`config.mk`:
```
export PLATFORM = sky130hd
export DESIGN_NAME = x1_multiplier
export DESIGN_NICKNAME = d
export VERILOG_FILES = /design/src/rtl/x1_multiplier.sv
export SDC_FILE = /design/constraint.sdc
export NUM_CORES = 1
export LEC_CHECK = 0
export ABC_CLOCK_PERIOD_IN_PS = 17400
export BUFFER_PORTS_ARGS = -buffer_cell sky130_fd_sc_hd__buf_4
export CORE_MARGIN = 2
export CORE_UTILIZATION = 30
export CTS_CLUSTER_DIAMETER = 30
export DETAILED_ROUTE_END_ITERATION = 8
export GPL_TIMING_DRIVEN = 1
export SETUP_SLACK_MARGIN = 0.02
export SLEW_MARGIN = 5
export SYNTH_ARGS = -nofsm -noshare
export SYNTH_HDL_FRONTEND = slang
export SYNTH_SLANG_ARGS = --single-unit
```
`constraint.sdc`:
```
create_clock -name clk -period 17.4 [get_ports clk]
set_clock_uncertainty 0.2 [all_clocks]
set_input_delay 3.48 -clock clk [delete_from_list [all_inputs] [get_ports clk]]
set_output_delay 3.48 -clock clk [all_outputs]
set_load 0.05 [all_outputs]
```
`src/rtl/x1_multiplier.sv`:
```
// Second multiplier stage: reduces five carry-save words to one 64-bit sum,
// selects a 32-bit half and queues it in a first-word-fall-through FIFO.
module x1_multiplier #(
  parameter int unsigned DEPTH = 2
) (
  input  logic         clk,
  input  logic         reset,
  input  logic [319:0] RES_RX0,
  input  logic         SELECT_MSB_RX0,
  input  logic         SIGNED_RES_RX0,
  input  logic         X0X1_EMPTY_SX0,
  output logic         X0X1_POP_SX1,
  input  logic         KILL_SX1,
  input  logic         X1X2_POP_SX2,
  output logic         X1X2_EMPTY_SX1,
  output logic [31:0]  RES_RX1,
  output logic         SIGNED_RES_RX1
);

  localparam int unsigned PW = (DEPTH > 1) ? $clog2(DEPTH) : 1;
  localparam int unsigned CW = $clog2(DEPTH + 1);
  localparam logic [CW-1:0] DEPTH_C = CW'(DEPTH);
  localparam logic [PW-1:0] LAST_PTR = PW'(DEPTH - 1);

  // {sum, carry}; carry is the majority vector shifted left within 64 bits
  function automatic logic [127:0] csa(input logic [63:0] a, input logic [63:0] b,
                                       input logic [63:0] c);
    logic [63:0] maj;
    maj = (a & b) | (a & c) | (b & c);
    return {a ^ b ^ c, maj[62:0], 1'b0};
  endfunction

  logic [63:0]  w [5];
  logic [127:0] lvl_a, lvl_b, lvl_c;

  always_comb begin
    for (int unsigned k = 0; k < 5; k++) begin
      w[k] = RES_RX0[64*k +: 64];
    end
    lvl_a = csa(w[0], w[1], w[2]);
    lvl_b = csa(lvl_a[127:64], lvl_a[63:0], w[3]);
    lvl_c = csa(lvl_b[127:64], lvl_b[63:0], w[4]);
  end

  // Pipeline state
  logic        v1, v2;
  logic [63:0] s1_sum, s1_carry;
  logic        s1_msb, s1_signed;
  logic [31:0] s2_res;
  logic        s2_signed;

  // Output FIFO state
  logic [32:0]   mem [DEPTH];
  logic [PW-1:0] wr_ptr, rd_ptr;
  logic [CW-1:0] count;
  logic [32:0]   head_q;

  logic        fifo_pop, adv_s2, adv_s1, take;
  logic [63:0] final_sum;

  always_comb begin
    fifo_pop     = X1X2_POP_SX2 & (count != '0);
    adv_s2       = v2 & ((count < DEPTH_C) | fifo_pop);
    adv_s1       = v1 & (~v2 | adv_s2);
    take         = ~X0X1_EMPTY_SX0 & ~KILL_SX1 & ~reset & (~v1 | adv_s1);
    X0X1_POP_SX1 = take;
    final_sum    = s1_sum + s1_carry;
  end

  always_ff @(posedge clk) begin
    if (reset || KILL_SX1) begin
      v1 <= 1'b0;
      v2 <= 1'b0;
    end else begin
      if (take) begin
        v1 <= 1'b1;
      end else if (adv_s1) begin
        v1 <= 1'b0;
      end
      if (adv_s1) begin
        v2 <= 1'b1;
      end else if (adv_s2) begin
        v2 <= 1'b0;
      end
    end
  end

  always_ff @(posedge clk) begin
    if (take) begin
      s1_sum    <= lvl_c[127:64];
      s1_carry  <= lvl_c[63:0];
      s1_msb    <= SELECT_MSB_RX0;
      s1_signed <= SIGNED_RES_RX0;
    end
    if (adv_s1) begin
      s2_res    <= s1_msb ? final_sum[63:32] : final_sum[31:0];
      s2_signed <= s1_signed;
    end
  end

  always_ff @(posedge clk) begin
    if (adv_s2 && !reset && !KILL_SX1) begin
      mem[wr_ptr] <= {s2_signed, s2_res};
    end
  end

  always_ff @(posedge clk) begin
    if (reset || KILL_SX1) begin
      wr_ptr <= '0;
      rd_ptr <= '0;
      count  <= '0;
    end else begin
      if (adv_s2) begin
        wr_ptr <= (wr_ptr == LAST_PTR) ? '0 : wr_ptr + 1'b1;
      end
      if (fifo_pop) begin
        rd_ptr <= (rd_ptr == LAST_PTR) ? '0 : rd_ptr + 1'b1;
      end
      if (adv_s2 && !fifo_pop) begin
        count <= count + 1'b1;
      end else if (fifo_pop && !adv_s2) begin
        count <= count - 1'b1;
      end
    end
  end

  // Tracks the visible head so an emptied FIFO keeps presenting the last value
  always_ff @(posedge clk) begin
    if (reset) begin
      head_q <= '0;
    end else if (count != '0) begin
      head_q <= mem[rd_ptr];
    end
  end

  always_comb begin
    X1X2_EMPTY_SX1 = (count == '0);
    if (count != '0) begin
      RES_RX1        = mem[rd_ptr][31:0];
      SIGNED_RES_RX1 = mem[rd_ptr][32];
    end else begin
      RES_RX1        = head_q[31:0];
      SIGNED_RES_RX1 = head_q[32];
    end
  end

endmodule

```
==> results of run 1 <==
==> worst paths after layout <==
kind	from	endpoint	cells after the start
worst max-delay path	reset	X0X1_POP_SX1	4
worst min register to register	s1_signed$_DFFE_PP_	s2_signed$_DFFE_PP_	0
worst max register to register	s1_sum[1]$_DFFE_PP_	s2_res[17]$_DFFE_PP_	14
worst min-delay path	s1_signed$_DFFE_PP_	s2_signed$_DFFE_PP_	0
==> metrics by stage <==
step	power [mW]	utilization (%)	std cells	instance area, sq um
finish	2.55	41.0	2367	22100
global route	2.70	41.0	2366	22100
CTS	2.59	41.0	2366	22100
detailed placement	1.36	36.8	2244	19800
global placement	1.36	36.8	2244	19800
floorplan	1.13	-	1227	16400
==> sequential cells by signal (all words and copies together) (netlist names), named ones only <==
name,count
mem,66
s1_sum,64
s1_carry,63
head_q,33
s2_res,32
count,2
rd_ptr,1
s1_msb,1
s1_signed,1
s2_signed,1
v1,1
v2,1
wr_ptr,1
==> per-layer routing <==
metal  wire length [um]  track usage (%)  part of all wire [%]
met1              18300             19.8                    44
met2              20200             24.8                    49
met3               1970             2.61                   4.8
met4                806             5.11                   2.0
met5                  0                0                     0
==> placed cells by master (no fill, tap or decap), drive strengths merged, types with 7 or more instances in the layout <==
cell and n:
nand3 13, inv 35, edfxtp 228, nand4 19
and3 11, ha 65, o31ai 8, fa 188
mux2i 35, clkinvlp 9, clkbuf 75, dfxtp 40
xnor2 36, o21bai 14, clkinv 21, bufinv 7
o21ai 87, buf 367, a21oi 95, a31oi 10
a21o 24, nor2 53, nand2 97, nor2b 38
o21a 7, xor2 33
==> power by group through the flow <==
stage                     Combinational [mW]  Sequential (mW)  Clock, mW
after global placement                 0.566            0.789          0
after global routing                   0.640            0.781       1.27
final                                  0.559            0.779       1.21
after floorplan                        0.338            0.787          0
after detailed placement               0.570            0.790          0
after CTS                              0.576            0.779       1.24
==> Yosys cell counts (3+ instances only) <==
library cell	number
edfxtp_1	228
fa_1	188
nand2_1	97
a21oi_1	94
o21ai_0	82
ha_1	65
nor2_1	53
dfxtp_1	40
nor2b_1	38
xnor2_1	36
mux2i_1	35
clkbuf_1	33
xor2_1	33
inv_1	25
a21o_1	24
nand4_1	19
o21bai_1	14
nand3_1	13
and3_1	11
buf_2	10
a31oi_1	8
o21a_1	7
o31ai_1	7
a21boi_0	5
or3_1	5
and2_1	4
nor3_1	4
a211oi_1	3
o2111ai_1	3
o211ai_1	3
o21ai_1	3
==> worst reg2reg max path, stage by stage, from the launching register on <==
cell and delay, ps:
edfxtp_1 360, ha_1 230, inv_1 80, fa_1 200
and2b_1 200, o2111ai_1 270, nand2_1 140, a211oi_1 560
o21ai_1 250, a31oi_1 430, o31ai_1 210, a31oi_1 370
o21ai_1 140, xnor2_1 310, a21oi_1 120
==> kinds of logic after synthesis <==
group / count (synthesis) / synth area share, %
AO/OA/AOI/OAI: 278 / 10.4
adder cells (fa/ha/maj): 253 / 28.0
flip-flops: 268 / 46.7
buffers and inverters: 71 / 1.71
multiplexers: 37 / 2.28
XOR/XNOR: 69 / 3.69
AND/OR/NAND/NOR: 251 / 7.19
==> layout make-up <==
cell class / instances / area [sq um] / area share [%]
Multi-Input combinational cell: 888 / 8480 / 38.4
Sequential cell: 268 / 7650 / 34.6
Timing Repair Buffer: 367 / 2760 / 12.5
Clock buffer: 75 / 1700 / 7.68
Tap cell: 696 / 871 / 3.94
Clock inverter: 47 / 547 / 2.48
Inverter: 25 / 93.8 / 0.425
Antenna cell: 1 / 2.50 / 0.0113
==> summary by stage, run 1 <==
Outcome
The run finished with clean final reports.

STA
The number of max-slew violations in the final report is 0. The final total negative setup slack is 0 ps. After layout, the worst setup slack is 9090 ps.

The measured slew at the worst slew-check pin is 1090 ps. The final critical path takes up 47.8% of the cycle. Counting I/O delays and the setup requirement, the final critical path takes 8310 ps. The tightest slew margin relative to the limit is 27.2%. The number of hold-slack violations in the final timing report is 0. Setup violations remaining at the end of the flow were counted as 0.

Setup repair after global routing left no endpoint under its margin. Static timing analysis puts the maximum clock frequency at between 100 and 150 MHz. The final hold slack is 217 ps.

Power and ir drop
The part of the power in the clock network is 47.5%. The cell-internal power is 1.83 mW. Across the VDD grid, the largest voltage drop is 57.8 uV.

The net switching power figure is ~0.72 mW. The analysis attributes to cell leakage a power of 8.61 nW. Combinational logic is responsible for 21.9% of the overall power. The power per cell area is around 120 nW/um^2. The switching power as a share of total power is 28.2%. The sequential share of power is 30.6%.

Routing
The post-detailed-routing wire length is 41,200 um. The via density per instance is 4.59. The number of iterations in the first detailed-routing pass is 5. The average wire per standard cell is between 15 and 20 um. The number of DRC violations after detailed-routing iteration 0 is 451. For this run, design rule violations remaining after detail routing come to 0. The total number of vias is 10,900. The number of nets with antenna violations after routing is 0.

Synthesis
The register area share after synthesis is 46.7%. Yosys mapped a number of flops with a built-in enable equal to around 230. Of the post-synthesis cell area, the dominant cell type holds 41.8%. Counting every net in the synthesized netlist gives between 1,500 and 2,000. The distinct cell type count after synthesis is 59. In the synthesized netlist the dominant register cell turns out to be edfxtp_1.

Of all cell types, the one taking the most synthesized area is edfxtp_1. The cell count after synthesis came out at 1,227. The post-synthesis register bit count is 268.

The area of the mapped netlist is ~16,000 sq um. Of all flip-flops after synthesis, the portion carrying an async set or reset was 0%. Yosys attributes the largest share of cell area to edfxtp_1 (42%), fa_1 (23%), ha_1 (5.0%).

In this run the mean area of a mapped cell was 13.3 sq um. For this run, the number of Yosys warnings is 0.

Die
For this configuration, the core starts out at a cell density of 30.4%. The region available for standard cell placement spans 53,900 sq um. The die covers 56,400 sq um. The die extent in y is 238 um. The site row count is 85. In this run the count of I/O pins placed on the die edge is roughly 360.

The width of the chip is 238 um.

Worst setup path
The cell family contributing the most delay on the critical path is buffers and inverters. The critical path in this run is classified as input port to output pin. Data on the critical path is required at its endpoint by 13,720 ps.

Counting both buffers and inverters, the worst setup path holds a total of 2. The worst-path cell with the longest stage delay is or2_2. The type of element launching the critical path is an input port. The top fanout value on the critical path is 35. STA puts the critical path data arrival time at 4630 ps. The delay of the slowest cell on the worst path is 420 ps. The cell repeated most along the worst path is buf_4. Setup slack on the worst reg-to-reg path comes out at around 13,000 ps. The nature of the critical path endpoint is an output pin. Traced cell by cell, the critical path runs through buf_4, or2_2, a211oi_4, buf_4.

Placement
Input and output buffers added on the ports amount to about 360. The detailed placement HPWL is approximately 33,000 um. The global placer's final weighted congestion is 0.842.

The setup slack after placement is 9080 ps.

Final layout
The post-synthesis to final-layout area growth is 34.9%. The layout filler cell count is about 5,000. In the final layout, the share of cells above drive strength 1 is 29.8%.

In the final design database the tool counted ~2,200 nets.

Global route
The total global-route track usage is about 15%. The overflow left after global routing is 0. The initial antenna violation count is 0. The wire length of the first global-routing pass is 65,000 um. The via count of the first global-routing pass is around 12,000.

The maximum number of pins on one net before global-route repair is 77.

Clock network
The maximum number of buffers from clock root to sink is 3. After clock tree synthesis, the flow added hold-fix buffers numbering 0. The number of setup buffers added after CTS is 0. The clock reaches the later pin of the worst-skew pair after between 500 and 600 ps. In this run the number of H-tree levels came out at 3. The number of buffers created by CTS is 66.

TritonCTS built the clock tree. For this design, the sink count on the clock tree is 268. The cell at the root of the clock tree is clkbuf_16. The clock slew seen by the registers of the worst setup and hold paths is 40 ps. The total of cells resized after clock tree synthesis is 0.

Worst hold path
The path class of the lowest-slack min-delay path is flip-flop to flip-flop.

Job
Across the run, the number of max-cap violations was 0.
(Power assumes the default switching activity.)
==> inputs of run 2 (changes only) <==
- ABC_AREA: unset -> 1
- ABC_CLOCK_PERIOD_IN_PS: 17400 -> 6950
- clock period: 17.4 -> 6.95 ns (I/O delays scaled with it)
==> run 2 against run 1 <==
  * Combinational power rose to 2.9 times the previous value
  * Synthesized area up 14%
  * First-iteration DRC count up 82%
  * Sequential power rose to 2.5 times the previous value
  * Critical path type is now flip-flop to output pin
  * Highest routed layer unchanged
  * Via count up 36%
  * Critical endpoint unchanged
==> summary by stage, run 2 <==
Outcome
The run finished with clean final reports.

STA
The achievable frequency is between 200 and 250 MHz. For the pin with the worst max-slew slack, the measured transition is approximately 1100 ps. The final count of negative-setup-slack endpoints is 0. The number of max-slew violations in the final report was 0. The final hold slack is 229 ps. Counting I/O delays and the setup requirement, the final critical path takes 4820 ps. The final period utilization is 69.3%.

Setup slack on the critical path of the routed design comes to 2130 ps. The number of hold-slack violations in the final timing report came to 0. Setup repair after global routing left no endpoint under its margin. The final total negative setup slack is 0 ps. Measured against its own limit, the worst slew margin works out to 27.0%.

Final layout
Compared with the post-synthesis result, the final layout area differs by 30.7%. The register with the most flip-flops in the final layout is mem. For this run, the post-layout net count is 3,003. The layout filler cell count is 6,123.

The library cells used most frequently in the layout, excluding fill and tap cells, are nand2_1 (630), buf_4 (368), inv_1 (310), edfxtp_1 (228), fa_1 (188). The layout cell share with drive strength beyond 1 is 22.9%. In the final layout, the registers with the most flip-flops are mem: 66 flops, s1_sum: 64 flops, s1_carry: 63 flops. Leaving out fill and tap cells, the most frequent cell in the layout is nand2_1.

The final core utilization is 39.7%. 0 antenna diodes ended up in the layout. The register with the most flip-flops in the layout has 66 of them.

Power and ir drop
Net switching is 30.4% of the power. The sequential share of power is 30.6%. The share of total power dissipated in combinational logic is between 20% and 30%. The cell-internal power is about 4.4 mW. The analysis attributes to cell leakage a power of 11.3 nW.

In this run, the clock network consumes between 40% and 50% of the power. The largest vdd supply drop is 170 uV. The net switching power figure is 1.93 mW. The power per cell area is 260 nW/um^2.

Synthesis
Summed over all instances, the cell type with the most area after synthesis is edfxtp_1. The total nets after synthesis is 2,601. The register area share after synthesis is 40.9%. The top cell type by area accounts for ~37% of the synthesized area. Of the total synthesized cell area, the portion taken by full adders, half adders and majority gates is 24.5%.

The distinct cell type count after synthesis is 35. The number of flops mapped to enable cells by yosys is 228. The primary flip-flop cell chosen by synthesis mapping is edfxtp_1.

Summing the areas of all compound-gate instances in the mapped netlist gives 6.29% of the synthesized area. Counting flops with an async set or reset pin after synthesis yields a share of 0%. Synthesis inferred 268 register bits. The combinational family with the most area after synthesis is adder cells.

The area of the mapped netlist is 18,700 sq um. Synthesis produced a netlist whose cell count is 2,021. The most instantiated library cell after synthesis is nand2_1.

In the post-synthesis netlist, the biggest area contributors are edfxtp_1 (37%), fa_1 (20%), nand2_1 (13%). In the synthesized netlist, the cells that appear most often are nand2_1 (630), inv_1 (311), edfxtp_1 (228), fa_1 (188), a21oi_1 (142). The per-instance average area after synthesis is a little over 9 sq um. The xor and xnor fraction of the mapped netlist area is less than 1%. Summing the areas of all and, or, nand and nor instances in the mapped netlist gives 20.6% of the synthesized area. The portion of netlist area occupied by mux cells is 0%. The Yosys step of the flow raised 0 warnings.

Global route
The total global-route track usage is 17.0%. The wire length of the first global-routing pass is 83,000 um. The via count of the first global-routing pass is 15,500. After global routing the overflow that remains totals 0. The initial antenna violation count was 0. The maximum number of pins on one net before global-route repair is around 70.

Clock network
The cell at the root of the clock tree is clkbuf_16. The number of hold buffers added after CTS was 0. The clock slew seen by the registers of the worst setup and hold paths is 50 ps. The number of setup buffers added after CTS is 0. The worst-skew pair later-pin latency is 600 ps. Counting along the longest clock path gives a buffer depth of 3. TritonCTS built the clock tree. The maximum level of the CTS H-tree is 2. The clock net sink count is 268. The number of clock buffers added by TritonCTS is 57. After clock tree synthesis, the repair step resized 0 gates.

Die
The floorplan step set the die width to between 200 and 300 um. The starting density of the core is 30.3%. The count of boundary I/O pins is 362.

The floorplan step set the die height to 254 um. The area of the die is 64,300 sq um. The placeable core area is 61,600 sq um. The site row count is 91.

Worst setup path
The classification of the worst setup path is flip-flop to output pin. The required time of the critical path is approximately 5400 ps. Setup slack on the worst reg-to-reg path comes out at 3220 ps. The worst setup path is captured at an output pin. The capture point of the worst path is X0X1_POP_SX1. The logic depth of the worst register-to-register path is 10. The reg-to-reg critical path startpoint is count[1]$_SDFFE_PP0P_.

The endpoint of the lowest-slack register-to-register path is s1_sum[41]$_DFFE_PP_. In this run the worst path has a maximum fanout of just over 60. The beginning of the critical path is count[1]$_SDFFE_PP0P_.

The worst setup path is launched from a flip-flop. For the worst setup path, the data arrival time is 3230 ps.

Placement
The global placer's final weighted congestion is 0.887. The detailed placement HPWL is between 40,000 and 50,000 um. The setup slack after placement is 2160 ps.

The number of port buffers is approximately 360.

Routing
The number of DRC violations after detailed-routing iteration 0 is 819. The average wire per standard cell is 16.4 um. Summed over all layers, the routed wires come to 54,300 um. After detailed routing, the number of vias per cell comes to 4.46.

Detailed routing inserted a total of 14,700 vias. After detailed routing, the number of remaining DRC violations is 0. Once detail routing completed, the nets flagged for antenna violations numbered 0. The number of iterations in the first detailed-routing pass is 7.

Worst hold path
The hold-critical path depth is 0. The path class of the lowest-slack min-delay path is flip-flop to flip-flop.

Job
The tool flagged a number of max-cap violations equal to 0.
-- run 2: logic make-up after synthesis --
family,after synthesis
buffers and inverters,359
DFF,268
and+or+nand+nor,916
xor gates and xnor gates,10
AOI/OAI and AO/OA,215
adders and majority gates,253
-- run 2: worst max-delay path: stages (launching register included) --
cell and delay (ps):
dfxtp_1 360, nor2_2 40, buf_4 240, inv_2 500, nand2_1 250, inv_1 120
nor3_1 70, nand2_1 90, nand2_1 120, inv_6 420, buf_4 310
-- run 2: layer usage --
layer	global-route usage (%)	up-vias	wire length [um]
met2	29.9	457	26700
li1	-	7277	-
met1	21.4	6949	23100
met5	0	-	0
met3	2.71	65	3260
met4	4.82	0	1180
-- run 2: worst min-delay path by stage --
stage	to	slack (ps)	startpoint
6_report	mem[1][28]$_DFFE_PP_	230	s2_res[28]$_DFFE_PP_
5_1_grt	mem[1][32]$_DFFE_PP_	250	s2_signed$_DFFE_PP_
4_1_cts	mem[1][28]$_DFFE_PP_	240	s2_res[28]$_DFFE_PP_
3_5_place_dp	s2_signed$_DFFE_PP_	230	s1_signed$_DFFE_PP_
3_3_place_gp	s2_signed$_DFFE_PP_	210	s1_signed$_DFFE_PP_
2_1_floorplan	s2_signed$_DFFE_PP_	200	s1_signed$_DFFE_PP_
-- run 2: power groups by stage --
| stage | Sequential, mW | Combinational (mW) | Clock (mW) |
|---|---|---|---|
| after floorplan | 1.97 | 0.978 | 0 |
| after global placement | 1.98 | 1.63 | 0 |
| after detailed placement | 1.98 | 1.65 | 0 |
| after CTS | 1.95 | 1.66 | 2.83 |
| after global routing | 1.95 | 1.86 | 2.91 |
| final | 1.95 | 1.63 | 2.78 |
-- run 2: cell type report --
type | instances | area (sq um) | share of cell area (%)
inverters | 334 | 1260 | 5.15
flip-flops and latches | 268 | 7650 | 31.3
clock buffers | 64 | 1450 | 5.95
multi-input cells | 1394 | 9700 | 39.7
clock inverters | 44 | 566 | 2.31
well taps | 837 | 1050 | 4.29
repair buffers | 368 | 2760 | 11.3
-- run 2: stage by stage --
step | power (mW) | cells | instance area, sq um
CTS | 6.44 | 3309 | 24400
detailed placement | 3.63 | 3201 | 22400
global placement | 3.61 | 3201 | 22400
finish | 6.36 | 3309 | 24400
global route | 6.72 | 3309 | 24400
floorplan | 2.94 | 2021 | 18700
==> inputs of run 3 (changes only) <==
- ABC_AREA: 1 -> 0
- ABC_CLOCK_PERIOD_IN_PS: 6950 -> 4800
- clock period: 6.95 -> 4.8 ns (I/O delays scaled with it)
==> run 3 against run 2 <==
  * Clock power grew 50%
  * Routed wire length shrank 22%
  * Global-route usage shrank 1.8 points
  * Die area shrank 12%
  * Hold slack lost 6.6 ps
  * Combinational power grew 26%
  * Register-to-register slack lost 2100 ps
  * Critical path depth grew 4
  * Setup slack lost 1000 ps
  * Sequential power grew 45%
  * Utilization grew 1.1 points
  * Sequential share of layout area grew 3.5 points
==> summary by stage, run 3 (synthesized netlist as in run 1, its figures left out) <==
STA
At the pin with the least slew margin, the transition time is between 1000 and 1500 ps. The tightest slew margin relative to the limit is 30.5%. Of the available clock period, the critical path in the final layout requires 76.8%. The final count of negative-setup-slack endpoints is 0. The final total negative setup slack is 0 ps. The tightest hold path in the finished design has a slack of 223 ps.

The post-route minimum period is 3690 ps. The number of hold-slack violations in the final timing report is 0. The achievable frequency is around 270 MHz.

Setup repair after global routing left no endpoint under its margin. The number of max-slew violations in the final report is 0.

Final layout
For this run, the share of the core covered by cells in the final layout is 40.8%. The count of antenna diodes in the layout is 0. The largest registers in the layout are mem: 66 flops, s1_sum: 64 flops, s1_carry: 63 flops. The register with the most flip-flops in the layout has 66 of them. Of the cells placed in the final design, the portion with a size suffix greater than 1 is around 29%. The layout has between 5,000 and 6,000 filler cells. The post-synthesis to final-layout area growth is 34.4%.

The finished layout holds 2,363 standard cells, fillers aside. The most common cell after layout, fill and taps aside is buf_4. The register with the highest flop count is mem. In the layout the commonest cells are buf_4 (365), edfxtp_1 (228), fa_1 (188), nand2_1 (97), a21oi_1 (94).

The multi-input combinational cells in the finished layout cover a total of 8480 sq um. The final layout contains 2,196 nets. Summing all flip-flop and latch instances after layout gives 7650 sq um.

Clock network
The cell at the root of the clock tree is clkbuf_16. The number of buffers created by CTS is 67. TritonCTS built the clock tree. After clock tree synthesis, the flow added hold-fix buffers numbering 0. The number of setup buffers added after CTS is 0.

The clock net in this run drives a total of between 200 and 300 sinks. Gates resized during post-CTS repair numbered 0. The maximum level of the CTS H-tree is 3. The worst-skew pair later-pin latency is 540 ps.

The longest clock path from root to sink contains 3 buffers. Clock-pin slew was measured on the worst setup and hold paths at 40 ps.

Die
The core region is 53,900 sq um. The count of boundary I/O pins is 362. The die is 238 um tall. The width of the chip is around 240 um. The area of the die is 56,400 sq um.

Once the floorplan was initialized, standard cells occupied 30.4% of the core. The site row count is 85.

Routing
The total number of vias is 11,100. The number of nets with antenna violations after routing is 0. After detailed routing, the number of remaining DRC violations is 0. After detailed routing, the average wire length per cell comes to about 18 um. The number of DRC violations after detailed-routing iteration 0 is around 720. The post-detailed-routing wire length is 42,400 um. Before antenna repair, the detailed router went through 6 iterations.

The via density per instance is between 4 and 5.

Placement
In this run, placement finished with an instance count of around 2,200. In this run the tool buffered the top-level ports with 361 buffer cells. Routability-driven placement finished with a final weighted congestion of between 0.8 and 0.9. The detailed placement HPWL is 34,000 um.

Global route
The initial antenna violation count was 1. The via count of the first global-routing pass is roughly 12,000. The overflow left after global routing is 0.

The total global-route track usage is 15.1%. Entering global routing, the biggest net connects 130 pins. The first global-routing pass estimated about 66,000 um of wire.

Worst setup path
STA classifies the critical path endpoint as a flip-flop. The top fanout value on the critical path is 3. The delay of the slowest cell on the worst path is 490 ps.

STA classifies the critical path startpoint as a flip-flop. The worst-path cell with the longest stage delay is a211oi_1. Data on the critical path is required at its endpoint by approximately 4900 ps. By startpoint and endpoint, the worst setup path is classified as flip-flop to flip-flop. The signal on the critical path passes through ha_1, inv_1, fa_1, and2b_1, o2111ai_1, nand2_1, a211oi_1, o21ai_1, a31oi_1, o31ai_1, a31oi_1, o21ai_1, xnor2_1, a21oi_1. The data arrival time of the critical path is 3750 ps.

Job
Max-cap violations in this run came to 0.

Power and ir drop
Total power for the finished layout comes to 9.06 mW. The analysis attributes to cell leakage a power of 8.58 nW. IR analysis of the VDD net gives a maximum drop of around 190 uV.

The power per cell area is 412 nW/um^2.

Worst hold path
The path class of the lowest-slack min-delay path is flip-flop to flip-flop.

Outcome
The run finished with clean final reports.
==> run 3: cell type report <==
| class | count | share of cell area (%) |
|---|---|---|
| Multi-Input combinational cell | 888 | 38.6 |
| Sequential cell | 268 | 34.8 |
| Timing Repair Buffer | 366 | 12.6 |
| Clock buffer | 77 | 8.28 |
| Tap cell | 696 | 3.96 |
| Clock inverter | 43 | 1.46 |
| Inverter | 25 | 0.427 |
==> run 3: worst paths after layout <==
kind                          endpoint  depth (start not counted)                start  slack (ps)
hold reg to reg    s2_signed$_DFFE_PP_                          0  s1_signed$_DFFE_PP_         220
setup reg to reg  s2_res[17]$_DFFE_PP_                         14  s1_sum[1]$_DFFE_PP_        1110
hold / removal     s2_signed$_DFFE_PP_                          0  s1_signed$_DFFE_PP_         220
setup / recovery  s2_res[17]$_DFFE_PP_                         14  s1_sum[1]$_DFFE_PP_        1110
==> run 3: critical path: cells and delay by family (launching register included) <==
family	cells	cell delay, ps
AND/OR/NAND/NOR	2	330
AO/OA/AOI/OAI	8	1910
XOR/XNOR	1	160
buffers and inverters	1	70
flip-flops	1	360
adder cells (fa/ha/maj)	2	410
==> run 3: power by group <==
part	total (mW)	switching [mW]	leakage (nW)	internal, mW
Sequential	2.83	0.0449	2.39	2.78
Clock	4.17	1.32	1.04	2.85
Combinational	2.06	1.15	5.14	0.909
==> run 3: layer usage <==
| metal | vias to the layer above | share of wire (%) | global-route usage [%] |
|---|---|---|---|
| met5 | - | 0 | 0 |
| met4 | 0 | 3.0 | 5.37 |
| met3 | 76 | 4.9 | 3.10 |
| met2 | 360 | 48 | 24.7 |
| met1 | 5458 | 44 | 20.0 |
| li1 | 5223 | - | - |
==> run 3: stage by stage <==
stage | area [sq um] | setup WS, ps
2_1_floorplan | 16400 | -1240
3_3_place_gp | 19900 | 1170
3_5_place_dp | 19900 | 1140
4_1_cts | 22000 | 1100
5_1_grt | 22000 | 730
6_report | 22000 | 1110
